File: src/rtl/pe_arb_pkg.sv
// ============================================================================
// pe_arb_pkg : shared types and constants for the dual-PE memory arbiter
// Rev 1.0
// ============================================================================
`default_nettype none

package pe_arb_pkg;

    typedef enum logic [1:0] {
        IDLE  = 2'd0,
        ISSUE = 2'd1,
        WAIT  = 2'd2
    } state_t;

    localparam logic PE1 = 1'b0;
    localparam logic PE2 = 1'b1;

    localparam int MEM_LAT_MIN = 1;
    localparam int MEM_LAT_MAX = 7;
    localparam int CNT_W       = 3;

endpackage

`default_nettype wire

File: src/rtl/rr_arbiter_2.sv
// ============================================================================
// rr_arbiter_2 : two-way round-robin grant, purely combinational
// Rev 1.0
// ============================================================================
`default_nettype none

module rr_arbiter_2
    import pe_arb_pkg::*;
(
    input  logic [1:0] i_req,
    input  logic       i_last_grant,
    output logic [1:0] o_grant
);

    always_comb begin
        o_grant = 2'b00;
        case (i_req)
            2'b01:   o_grant = 2'b01;
            2'b10:   o_grant = 2'b10;
            // Tie goes to whichever PE was not served most recently.
            2'b11:   o_grant = (i_last_grant == PE2) ? 2'b01 : 2'b10;
            default: o_grant = 2'b00;
        endcase
    end

endmodule

`default_nettype wire

File: src/rtl/pe_mem_arbiter.sv
// ============================================================================
// pe_mem_arbiter : shares one data-memory port between two PEs, one access
//                  at a time, round-robin, fixed read latency
// Rev 1.0
// ============================================================================
`default_nettype none

module pe_mem_arbiter
    import pe_arb_pkg::*;
#(
    parameter int ADDR_W  = 32,
    parameter int DATA_W  = 32,
    parameter int MEM_LAT = 1
)
(
    input  logic              clk,
    input  logic              rst,
    input  logic              req1_valid,
    input  logic              req1_we,
    input  logic [ADDR_W-1:0] req1_addr,
    input  logic [DATA_W-1:0] req1_wdata,
    output logic              req1_ready,
    output logic              resp1_valid,
    output logic [DATA_W-1:0] resp1_rdata,
    input  logic              req2_valid,
    input  logic              req2_we,
    input  logic [ADDR_W-1:0] req2_addr,
    input  logic [DATA_W-1:0] req2_wdata,
    output logic              req2_ready,
    output logic              resp2_valid,
    output logic [DATA_W-1:0] resp2_rdata,
    output logic              mem_en,
    output logic              mem_we,
    output logic [ADDR_W-1:0] mem_addr,
    output logic [DATA_W-1:0] mem_wdata,
    input  logic [DATA_W-1:0] mem_rdata
);

    localparam logic [CNT_W-1:0] c_CNT_LOAD = CNT_W'(MEM_LAT - 1);

    state_t              r_state;
    state_t              w_next_state;
    logic [1:0]          w_grant;
    logic                w_accept;
    logic                w_done;
    logic                r_owner;
    logic                r_we;
    logic [ADDR_W-1:0]   r_addr;
    logic [DATA_W-1:0]   r_wdata;
    logic                r_last_grant;
    logic [CNT_W-1:0]    r_cnt;
    logic                r_resp1_valid;
    logic                r_resp2_valid;
    logic [DATA_W-1:0]   r_resp1_rdata;
    logic [DATA_W-1:0]   r_resp2_rdata;

    rr_arbiter_2 u_arb (
        .i_req        ({req2_valid, req1_valid}),
        .i_last_grant (r_last_grant),
        .o_grant      (w_grant)
    );

    assign w_accept = (r_state == IDLE) && (w_grant != 2'b00);
    assign w_done   = (r_state == WAIT) && (r_cnt == '0);

    always_ff @(posedge clk or posedge rst) begin
        if (rst) begin
            r_state <= IDLE;
        end else begin
            r_state <= w_next_state;
        end
    end

    always_comb begin
        w_next_state = r_state;
        case (r_state)
            IDLE:    if (w_accept) w_next_state = ISSUE;
            ISSUE:   w_next_state = WAIT;
            WAIT:    if (w_done) w_next_state = IDLE;
            default: w_next_state = IDLE;
        endcase
    end

    // Ready is gated by rst so nothing is offered while reset is held.
    always_comb begin
        req1_ready = 1'b0;
        req2_ready = 1'b0;
        mem_en     = 1'b0;
        mem_we     = 1'b0;
        if ((r_state == IDLE) && !rst) begin
            req1_ready = w_grant[0];
            req2_ready = w_grant[1];
        end
        if (r_state == ISSUE) begin
            mem_en = 1'b1;
            mem_we = r_we;
        end
    end

    always_ff @(posedge clk or posedge rst) begin
        if (rst) begin
            r_owner       <= PE1;
            r_we          <= 1'b0;
            r_addr        <= '0;
            r_wdata       <= '0;
            r_last_grant  <= PE2;
            r_cnt         <= '0;
            r_resp1_valid <= 1'b0;
            r_resp2_valid <= 1'b0;
            r_resp1_rdata <= '0;
            r_resp2_rdata <= '0;
        end else begin
            r_resp1_valid <= 1'b0;
            r_resp2_valid <= 1'b0;
            if (w_accept) begin
                r_owner      <= w_grant[1] ? PE2 : PE1;
                r_last_grant <= w_grant[1] ? PE2 : PE1;
                r_we         <= w_grant[1] ? req2_we    : req1_we;
                r_addr       <= w_grant[1] ? req2_addr  : req1_addr;
                r_wdata      <= w_grant[1] ? req2_wdata : req1_wdata;
            end
            if (r_state == ISSUE) begin
                r_cnt <= c_CNT_LOAD;
            end else if ((r_state == WAIT) && (r_cnt != '0)) begin
                r_cnt <= r_cnt - CNT_W'(1);
            end
            if (w_done) begin
                if (r_owner == PE1) begin
                    r_resp1_valid <= 1'b1;
                    r_resp1_rdata <= r_we ? '0 : mem_rdata;
                end else begin
                    r_resp2_valid <= 1'b1;
                    r_resp2_rdata <= r_we ? '0 : mem_rdata;
                end
            end
        end
    end

    assign resp1_valid = r_resp1_valid;
    assign resp2_valid = r_resp2_valid;
    assign resp1_rdata = r_resp1_rdata;
    assign resp2_rdata = r_resp2_rdata;
    assign mem_addr    = r_addr;
    assign mem_wdata   = r_wdata;

endmodule

`default_nettype wire
File: config.mk
export PLATFORM = sky130hd
export DESIGN_NAME = pe_mem_arbiter
export DESIGN_NICKNAME = d
export VERILOG_FILES = /design/src/rtl/pe_arb_pkg.sv /design/src/rtl/rr_arbiter_2.sv /design/src/rtl/pe_mem_arbiter.sv
export SDC_FILE = /design/constraint.sdc
export NUM_CORES = 1
export LEC_CHECK = 0
export ABC_AREA = 1
export CAP_MARGIN = 10
export CORE_MARGIN = 8
export CORE_UTILIZATION = 42
export DETAILED_ROUTE_END_ITERATION = 7
export PLACE_DENSITY = 0.83
export SETUP_SLACK_MARGIN = 0.2
export SYNTH_ARGS = -nofsm -noshare
export SYNTH_HDL_FRONTEND = slang
export SYNTH_SLANG_ARGS = --single-unit
export TNS_END_PERCENT = 1
File: constraint.sdc
create_clock -name clk -period 5.51 [get_ports clk]
set_input_delay 0.551 -clock clk [delete_from_list [all_inputs] [get_ports clk]]
set_output_delay 0.551 -clock clk [all_outputs]
set_load 0.01 [all_outputs]
==> impl_metrics.tcl, run 1 <==
set metrics [dict create \
    p_leak_nw 5.63 \
    cts_tree "built" \
    syn_nets 1110 \
    hold_class "reg -> reg" \
    final_util_pct 66.0 \
    grt_antenna_before_repair 0 \
    core-area_mm2 0.0158 \
    vias 6846 \
    clk_latency_ps 410 \
    setup_viol 0 \
    gp_congestion 0.874 \
    synth_cell_types 18 \
    crit_path_end_kind "output port" \
    multi_input_area_mm2 0.00239 \
    ys_ff_latch 138 \
    htree_levels 4 \
    cts-resized-gates 0 \
    nNetsFinal 1387 \
    initialDrtViolationCount 387 \
    syn-instance-count 942 \
    crit_type "in -> out" \
    ir_worst_vdd_v 0.000342 \
    die_area_mm2 0.0204 \
    post_synth.cell_area_avg_um2 7.18 \
    viasPerCell 4.73 \
    critPathRequiredTime_ps 4960 \
    hpwlAfterDp_mm 16.3 \
    port-buffer-count 299 \
    skew_ps 10.5 \
    drc 0 \
    fin_tns_setup_ps 0 \
    grt_max_degree 83 \
    fmax_mhz 278 \
    arrival_ps 3050 \
    yosysWarnings 0 \
    start_util_pct 42.8 \
    grt_pass1_wl_mm 34.7 \
    place_area_mm2 0.00984 \
    die_h_um 143 \
    diodes 0 \
    worstMarginPinSlew_ps 745 \
    fin_crit_ps 3600 \
    rsz0062_at_grt "false" \
    dieWidth_um 143 \
    num_io_pins 300 \
    track_usage_pct 21.7 \
    clk_pin_slew_ps 50 \
    syn2layout_area_growth_pct 54.4 \
    cts_buffers 17 \
    cts.sinks 138 \
    synth_area_mm2 0.00677 \
    holdBufCountCts 0 \
    crit_fanout 66 \
    slew_violations 0 \
    row_count 46 \
    clock_path_buffers 2 \
    finalInstanceArea_mm2 0.0104 \
    avgRoutedWirePerCell_um 15.3 \
    yosysSeqAreaShare_pct 51.1 \
    hold_violations 0 \
    outcome "completed" \
    slew_headroom_pct 50.4 \
    drv_cap 0 \
    wl_mm 22.2 \
    period_share_pct 65.4 \
    detail-route-antenna-nets 0 \
    start_kind "input pin" \
    cts-root-buf "clkbuf_16" \
    layoutNonFillerInstCount 1448 \
    globalRouteOverflowTotal 0 \
    grt_pass1_vias 6690 \
    dp_cells 1416 \
    p_total_mw 5.26 \
    fillers 1342 \
    drtPass1Iterations 5 \
    seq_area_mm2 0.00345 \
    power_density_mw_per_mm2 503 \
    drive_gt1_share_pct 4.46 \
    post_cts.repair.setup_buffers 0 \
]
==> flip-flops by register name (all words and copies together) (netlist names) <==
register	flops
mem_addr	32
mem_wdata	32
resp1_rdata	32
resp2_rdata	32
r_cnt	3
r_state	2
r_last_grant	1
r_owner	1
r_we	1
resp1_valid	1
resp2_valid	1
==> final cells by class <==
cell class / count / share of cell area, %
clock buffer: 20 / 4.47
clock inverter: 12 / 1.32
inverter: 176 / 6.37
multi-input combinational: 577 / 22.9
sequential: 138 / 33.1
tap: 216 / 2.59
timing repair buffer: 309 / 29.3
==> power by group <==
part | internal, mW | switching [mW] | total, mW | leakage [nW]
clock network | 0.708 | 0.440 | 1.15 | 0.294
registers | 1.46 | 0.252 | 1.71 | 1.73
logic | 1.14 | 1.25 | 2.40 | 3.60
==> layer usage <==
layer  track usage [%]  part of all wire [%]  vias up
li1                  -                     -     3335
met4              8.17                   2.4        0
met2              35.9                    49      321
met5                 0                     0        -
met3              7.41                    10       32
met1              25.5                    39     3158
==> worst max-delay path: stages <==
cell and delay (ps):
clkdlybuf4s50_1 490, nand2_2 50, buf_4 340, nand2_2 130, buf_4 560, inv_1 140, nor3_1 190, clkdlybuf4s50_1 580
==> cells by family after synthesis <==
logic type	after synthesis	share of synthesized area, %
buf+inv	227	13.8
flops	138	51.1
fa+ha+maj	2	0.370
compound gates	4	0.296
simple gates	571	34.5
==> cells in the final DEF, fill, tap and decap left out <==
| master | count |
|---|---|
| dfstp_2 | 1 |
| clkinv_4 | 2 |
| clkdlybuf4s50_1 | 298 |
| buf_4 | 10 |
| clkbuf_8 | 3 |
| dfrtp_1 | 137 |
| nor3_1 | 1 |
| inv_1 | 171 |
| buf_2 | 1 |
| nand2_2 | 3 |
| ha_1 | 2 |
| nor2_1 | 35 |
| nand4_1 | 1 |
| clkbuf_16 | 17 |
| nand4_2 | 1 |
| bufinv_16 | 2 |
| nor2_4 | 1 |
| clkinvlp_4 | 2 |
| clkinv_2 | 2 |
| nand3_1 | 135 |
| o21ai_0 | 4 |
| nand2_1 | 393 |
| inv_2 | 4 |
| nor2_2 | 1 |
| inv_6 | 5 |
==> per-stage QoR <==
| step | hold WS (ps) | setup WS [ps] |
|---|---|---|
| 2_1_floorplan | 443 | 1260 |
| 3_3_place_gp | 461 | 1970 |
| 3_5_place_dp | 464 | 1910 |
| 4_1_cts | 480 | 1910 |
| 5_1_grt | 499 | 1750 |
| 6_report | 475 | 1910 |
==> synthesized netlist by cell type <==
cell | count | area share, %
inv_2 | 4 | 0.22
nor2_1 | 35 | 1.9
nand4_1 | 1 | 0.093
o21ai_0 | 4 | 0.30
nand2_2 | 1 | 0.093
ha_1 | 2 | 0.37
buf_6 | 4 | 0.67
buf_4 | 5 | 0.55
nand4_2 | 1 | 0.18
nor2_2 | 2 | 0.18
nand3_1 | 135 | 10
buf_2 | 27 | 2.0
inv_1 | 172 | 9.5
dfrtp_1 | 137 | 51
nand2_1 | 395 | 22
clkbuf_1 | 15 | 0.83
dfstp_2 | 1 | 0.39
nor3_1 | 1 | 0.074
==> worst paths after layout <==
check	startpoint	end	slack [ps]	depth (start not counted)
max	req1_valid	req1_ready	1910	8
min	resp1_rdata[3]	resp1_rdata[3]	480	2
max reg2reg	r_last_grant	r_owner	3330	7
min reg2reg	resp1_rdata[3]	resp1_rdata[3]	480	2
max in group asynchronous	rst	resp2_rdata[14]	3610	3
min in group asynchronous	rst	mem_wdata[7]	690	2
(Power assumes the default switching activity.)
==> inputs of run 2 (changes only) <==
==> constraint.sdc (replaced) <==
create_clock -name clk -period 3.6 [get_ports clk]
set_input_delay 0.36 -clock clk [delete_from_list [all_inputs] [get_ports clk]]
set_output_delay 0.36 -clock clk [all_outputs]
set_load 0.01 [all_outputs]
==> impl_metrics.tcl, run 2 (synthesis gave the netlist of run 1 again) <==
set metrics [dict create \
    avgRoutedWirePerCell_um 15.0 \
    drv_cap 0 \
    grt_antenna_before_repair 0 \
    pwr-share-seq_pct 32.2 \
    drtPass1Iterations 5 \
    drc 0 \
    num_io_pins 300 \
    clk_latency_ps 410 \
    row_count 46 \
    grt_pass1_vias 6668 \
    fin_tns_setup_ps 0 \
    cts-resized-gates 0 \
    initialDrtViolationCount 413 \
    cts_tree "built" \
    outcome "completed" \
    core-area_mm2 0.0158 \
    fin_crit_ps 2440 \
    holdBufCountCts 0 \
    dieWidth_um 143 \
    syn2layout_area_growth_pct 55.2 \
    final_cell_mix "393 x nand2_1, 298 x clkdlybuf4s50_1, 171 x inv_1" \
    cts_buffers 17 \
    start_util_pct 42.8 \
    fin_hold_ws_ps 413 \
    p_leak_nw 5.65 \
    viasPerCell 4.66 \
    cts.sinks 138 \
    start_kind "flip-flop" \
    pwr-share-clk_pct 22.5 \
    crit_type "reg -> out" \
    hpwlAfterDp_mm 15.6 \
    crit_fanout 5 \
    drive_gt1_share_pct 4.38 \
    diodes 0 \
    die_h_um 143 \
    switching_share_pct 36.2 \
    worstMarginPinSlew_ps 930 \
    die_area_mm2 0.0204 \
    final_common_cell "nand2_1" \
    clk_pin_slew_ps 60 \
    nNetsFinal 1389 \
    clock_path_buffers 2 \
    ir_worst_vdd_v 0.000651 \
    intPower_mw 5.17 \
    critPathRequiredTime_ps 3240 \
    track_usage_pct 21.3 \
    rsz0062_at_grt "false" \
    vias 6762 \
    globalRouteOverflowTotal 0 \
    hold_class "in -> reg" \
    post_cts.repair.setup_buffers 0 \
    grt_max_degree 67 \
    wl_mm 21.8 \
    period_share_pct 67.7 \
    setup_viol 0 \
    p_comb_share_pct 45.2 \
    power_density_mw_per_mm2 772 \
    detail-route-antenna-nets 0 \
    port-buffer-count 299 \
    hold_violations 0 \
    slew_violations 0 \
    htree_levels 4 \
    switching_power_mw 2.94 \
    fmax_mhz 410 \
    gp_congestion 0.824 \
    slew_headroom_pct 37.9 \
    crit_path_end_kind "output port" \
    cts-root-buf "clkbuf_16" \
    skew_ps 6.84 \
    grt_pass1_wl_mm 34.3 \
    arrival_ps 2080 \
]
-- run 2: cell count changes in the layout (fill, tap and decap cells not counted), sizes merged --
cell      before  now
clkinvlp       2    3
clkbuf        20   24
inv          180  178
buf           11   13
bufinv         2    3
clkinv         4    0
-- run 2: metrics by stage --
| stage | instance area (um2) | cells | util (%) | setup WS [ps] | total power, mW |
|---|---|---|---|---|---|
| after floorplan | 6770 | 942 | - | 1520 | 4.35 |
| after global placement | 9880 | 1418 | 62.4 | 1370 | 6.24 |
| after detailed placement | 9880 | 1418 | 62.4 | 1330 | 6.32 |
| after CTS | 10500 | 1450 | 66.4 | 1140 | 8.20 |
| after global routing | 10500 | 1450 | 66.4 | 1050 | 8.65 |
| final | 10500 | 1450 | 66.4 | 1160 | 8.11 |
-- run 2: area by class of cell --
| type | count | area [um2] |
|---|---|---|
| clock buffers | 24 | 492 |
| clock inverters | 8 | 131 |
| fillers | 1294 | 5330 |
| inverters | 176 | 664 |
| multi-input cells | 577 | 2390 |
| flip-flops and latches | 138 | 3450 |
| well taps | 216 | 270 |
| repair buffers | 311 | 3100 |
-- run 2: worst max-delay path: stages (launching register included) --
cell	delay, ps
dfrtp_1	430
inv_2	80
nand2_1	160
inv_2	110
nand2_2	50
nor3_1	230
clkdlybuf4s50_1	600
-- run 2: worst paths after layout --
path	startpoint	endpoint	slack [ps]	cells after the start
setup / recovery	r_state[1]	req1_ready	1160	6
hold / removal	req2_valid	r_last_grant	410	5
setup reg to reg	r_cnt[0]	resp1_rdata[4]	1440	8
hold reg to reg	resp1_rdata[3]	resp1_rdata[3]	480	2
max in group asynchronous	rst	resp2_rdata[18]	2370	3
min in group asynchronous	rst	mem_addr[30]	500	2
-- run 2: layer usage --
metal  up-vias  track usage (%)  part of all wire [%]
met1      3103             24.6                    38
li1       3344                -                     -
met4         0             7.44                   1.9
met2       286             34.7                    48
met5         -                0                     0
met3        29             9.18                    12
-- run 2: power by group through the flow --
stage	Combinational, mW	Clock, mW	Sequential, mW
3_3_place_gp	3.63	0	2.61
2_1_floorplan	1.45	0	2.90
6_report	3.67	1.83	2.61
5_1_grt	4.03	1.93	2.69
3_5_place_dp	3.70	0	2.62
4_1_cts	3.72	1.87	2.62
